[src/rtl/result_serializer_6.sv]
// Captures a packed row-sum vector on each rising edge of res_valid and streams it out word by word.
// Optional sticky overflow flag for dropped captures: define RESULT_SERIALIZER_OVF_EN.
module result_serializer_6 #(
    parameter int NWORDS = 6,
    parameter int DW     = 32
) (
    input  logic                 clk,
    input  logic                 rst_n,
    input  logic                 res_valid,
    input  logic [NWORDS*DW-1:0] res_in,
    output logic [DW-1:0]        m_data,
    output logic                 m_valid,
    input  logic                 m_ready,
    output logic                 m_last,
    output logic                 busy,
    output logic                 ovf,
    input  logic                 ovf_clr
);

    localparam int IW = (NWORDS > 1) ? $clog2(NWORDS) : 1;
    localparam logic [IW-1:0] LAST_IDX = IW'(NWORDS - 1);

    typedef enum logic {IDLE, SEND} state_t;

    state_t                 state;
    logic [IW-1:0]          idx;
    logic [IW-1:0]          idx_inc;
    logic [NWORDS*DW-1:0]   shadow;
    logic                   res_valid_q;
    logic                   cap;
    logic                   fin;
    logic                   load;
    logic [DW-1:0]          words [NWORDS];
    logic [DW-1:0]          next_word;

    generate
        for (genvar gi = 0; gi < NWORDS; gi++) begin : g_words
            assign words[gi] = shadow[gi*DW +: DW];
        end
    endgenerate

    assign idx_inc   = idx + IW'(1);
    assign next_word = words[idx_inc];
    assign cap       = res_valid & ~res_valid_q;
    assign fin       = (state == SEND) & m_ready & (idx == LAST_IDX);
    // A capture is only taken when idle or on the final transfer, so the stream never bubbles.
    assign load      = cap & ((state == IDLE) | fin);
    assign m_valid   = (state == SEND);
    assign busy      = (state == SEND);

    always_ff @(posedge clk or negedge rst_n) begin
        if (!rst_n) begin
            state       <= IDLE;
            idx         <= '0;
            shadow      <= '0;
            m_data      <= '0;
            m_last      <= 1'b0;
            res_valid_q <= 1'b1;
        end else begin
            res_valid_q <= res_valid;
            if (load) begin
                state  <= SEND;
                shadow <= res_in;
                idx    <= '0;
                m_data <= res_in[DW-1:0];
                m_last <= (NWORDS == 1);
            end else if (state == SEND && m_ready) begin
                if (idx == LAST_IDX) begin
                    state  <= IDLE;
                    m_last <= 1'b0;
                end else begin
                    idx    <= idx_inc;
                    m_data <= next_word;
                    m_last <= (idx_inc == LAST_IDX);
                end
            end
        end
    end

`ifdef RESULT_SERIALIZER_OVF_EN
    logic drop;
    assign drop = (state == SEND) & cap & ~fin;

    always_ff @(posedge clk or negedge rst_n) begin
        if (!rst_n) begin
            ovf <= 1'b0;
        end else if (drop) begin
            ovf <= 1'b1;
        end else if (ovf_clr) begin
            ovf <= 1'b0;
        end
    end
`else
    logic unused_ovf_clr;
    assign unused_ovf_clr = ovf_clr;
    assign ovf            = 1'b0;
`endif

endmodule

[config.mk]
export PLATFORM = sky130hd
export DESIGN_NAME = result_serializer_6
export DESIGN_NICKNAME = d
export VERILOG_FILES = /design/src/rtl/result_serializer_6.sv
export SDC_FILE = /design/constraint.sdc
export NUM_CORES = 1
export LEC_CHECK = 0
export ABC_CLOCK_PERIOD_IN_PS = 3370
export BUFFER_PORTS_ARGS = -buffer_cell sky130_fd_sc_hd__buf_2
export CORE_AREA = 2 2 142 144
export CTS_CLUSTER_DIAMETER = 40
export DETAILED_ROUTE_END_ITERATION = 12
export DIE_AREA = 0 0 144 146
export PLACE_DENSITY = 0.79
export RECOVER_POWER = 50
export SYNTH_ARGS = -nofsm -noshare
export SYNTH_HDL_FRONTEND = slang
export SYNTH_SLANG_ARGS = --single-unit
[constraint.sdc]
create_clock -name clk -period 3.37 [get_ports clk]
set_input_delay 0.5055 -clock clk [delete_from_list [all_inputs] [get_ports clk]]
set_output_delay 0.5055 -clock clk [all_outputs]
set_load 0.1 [all_outputs]
==> results.cfg <==
[status]
status = complete, but fails checks
violations = max-capacitance violations, max-slew violations

[worst_setup_path]
critPathCapture = m_data[4]
worstPathCellList = inv_1, ha_2, buf_4, mux4_2, a221oi_1, o31ai_1
worstSetupStartpoint = idx[0]
crit_fanout = 21
crit_path_top_delay_cell = ha_2
critPathTopFamily = adder cells
startpoint_type = register
crit_buf_inv = 2
cp_data_arrival_time_ns = 3.20
cp-end-kind = register
r2r_cells = 6
crit_required_ns = 3.70
criticalPathCategory = register to register
reg2reg_from = idx[0]
r2r_slack_ns = 0.51
r2r_end = m_data[4]
max_stage_delay_ns = 0.77
crit_cells = 6

[synth]
async_flop_share_pct = 100
synth_top_area_share_pct = 55.0
synth_fp_nets = 1311
synthCells = 1111
yosysWarnings = 0
synth_edf_count = 0
ys_seq_area_share_pct = 55.3
synth_top_cell_by_area = dfrtp_1
syn_avg_cell_area_um2 = 9.37
netlist_area_um2 = 10400
synth_cell_type_count = 30
ys.flop_type = dfrtp_1
synthTopCellsByArea = dfrtp_1 55%, nand2_1 22%, mux4_2 6.9%, mux2_2 3.6%, a221oi_1 2.4%
ys_ff_latch = 230

[min_path]
hp-class = primary input to asynchronous set/reset pin

[drt]
drt_iter0_markers = 544
top_layer = met5
routed_via_density = 5.27
first_pass_iters = 5
vias = 8508
wl_met1_um = 11300
finalWirelength_um = 26100
routedWlPerCell_um = 16.2
route.detailed.drc = 0
ant_nets = 0
wl_met2_um = 12700
wl_met3_um = 1570

[clocking]
cts_sinks = 230
cts_resized = 0
clk_pin_slew_worst_paths_ns = 0.05
cts_hold_buf = 0
clock_path_buffers = 3
insertion_delay_ns = 0.50
htree_levels = 2
cts_buffers = 34
cts_setup_buffers = 0
cts_root_buffer = clkbuf_16
cts_tree = yes

[sta]
post-route-min-period_ns = 2.86
rsz0062_at_grt = false
post-route-period-util_pct = 85.0
fin_setup_tns_ns = 0
clock_skew_ns = 0.0123
setup_ws_ns = 0.506
finalSetupViolCount = 0
tightest_slew_ns = 1.52
hold_viol = 0
slew_violations = 30
relSlewSlack_pct = -1.53
clock.fmax_ghz = 0.349

[grt]
grt_max_degree = 113
grt_pass1_vias = 8622
antenna_found_initial = 4
overflow = 0
grt_usage_pct = 25.2
grt_pass1_wl_um = 42600

[cells_and_area]
fillerInstances = 1480
nNetsFinal = 1520
drive_above_1_share_pct = 27.1
syn_to_final_growth_pct = 24.1
final_core_util_pct = 66.8
layout.cells.non_filler = 1614

[floorplan]
ios = 233
die_area_um2 = 21000
core_area_um2 = 19300
die_y_um = 146
start_util_pct = 53.8
fp-row-count = 51
die_w_um = 144

[placement]
place_hpwl_um = 16800
placed_cells = 1549
port_buffers = 230
place_congestion = 0.807
dpl_worst_slack_ns = 0.484

[flow_run]
cap_violations = 1

[power]
max-vdd-ir-drop_uv = 551
powerDensity_nw_per_um2 = 1070
total_power_mw = 13.8
cellLeakagePower_nw = 6.73
[layer usage]
metal	global-route usage, %	vias to the layer above
li1	-	4048
met1	34.6	4131
met2	41.0	274
met3	4.64	53
met4	8.14	2
met5	0	-
[through the flow]
stage | cell area (um2) | hold slack (ns)
after floorplan | 10400 | 0.210
after global placement | 11800 | 0.452
after detailed placement | 11800 | 0.457
after CTS | 13000 | 0.111
after global routing | 12900 | 0.148
final | 12900 | 0.0861
[flip-flops by register name, summed over array words and instances (netlist names)]
signal and count:
shadow 192, m_data 32, busy 1, idx 3, m_last 1, res_valid_q 1
[cell families after synthesis]
family | share of synthesized area [%]
AND/OR/NAND/NOR | 23.7
flip-flops | 55.3
buffers and inverters | 3.85
AO/OA/AOI/OAI | 6.09
multiplexers | 10.5
adder cells (fa/ha/maj) | 0.361
other | 0.0360
XOR/XNOR | 0.156
[power by group]
group          leakage, nW  switching, mW  total, mW  internal [mW]
Clock                0.560           1.28       3.55           2.27
Sequential            2.89          0.735       4.75           4.02
Combinational         3.28           3.35       5.51           2.16
Total                 6.73           5.36       13.8           8.44
[worst min path at each step]
stage	from	endpoint	slack [ns]	cells past startpoint
floorplan	rst_n	busy	0.21	0
global placement	shadow[20]	shadow[20]	0.45	2
detailed placement	shadow[129]	shadow[129]	0.46	2
CTS	rst_n	m_data[3]	0.11	1
global route	rst_n	shadow[156]	0.15	1
finish	rst_n	shadow[156]	0.09	1
[synth_stat cells (all sizes together), types with 4 or more instances]
| cell type | instances |
|---|---|
| a221oi | 32 |
| buf | 59 |
| clkbuf | 17 |
| dfrtp | 229 |
| inv | 4 |
| mux2 | 33 |
| mux4 | 32 |
| nand2 | 612 |
| nand3 | 5 |
| nor2 | 35 |
| o21ai | 5 |
| o31ai | 32 |
[cell usage in the layout (no fill, tap or decap), types with 2 or more instances in the layout]
cell	n
a221oi_1	29
a221oi_2	3
a22o_1	2
buf_12	6
buf_2	214
buf_4	8
bufinv_16	2
clkbuf_1	22
clkbuf_16	37
clkbuf_8	5
clkinv_2	4
clkinv_4	3
clkinvlp_4	6
dfrtp_1	228
diode_2	4
ha_1	2
inv_1	4
inv_6	2
mux2_2	33
mux4_2	32
nand2_1	612
nand3_1	5
nor2_1	34
o21ai_0	5
o31ai_1	32
[cell type report]
| class | count | area (um2) | share of cell area, % |
|---|---|---|---|
| multi-input combinational | 801 | 4290 | 33.2 |
| sequential | 230 | 5760 | 44.6 |
| antenna | 4 | 10.0 | 0.0775 |
| inverter | 4 | 15.0 | 0.116 |
| clock inverter | 17 | 169 | 1.31 |
| timing repair buffer | 249 | 1340 | 10.4 |
| tap | 265 | 332 | 2.57 |
| clock buffer | 44 | 1000 | 7.75 |
[worst reg2reg max path: stages, from the launching register on]
cell and delay (ns):
dfrtp_4 0.64, inv_1 0.14, ha_2 0.77, buf_4 0.38, mux4_2 0.35, a221oi_1 0.32, o31ai_1 0.12
(Power assumes the default switching activity.)
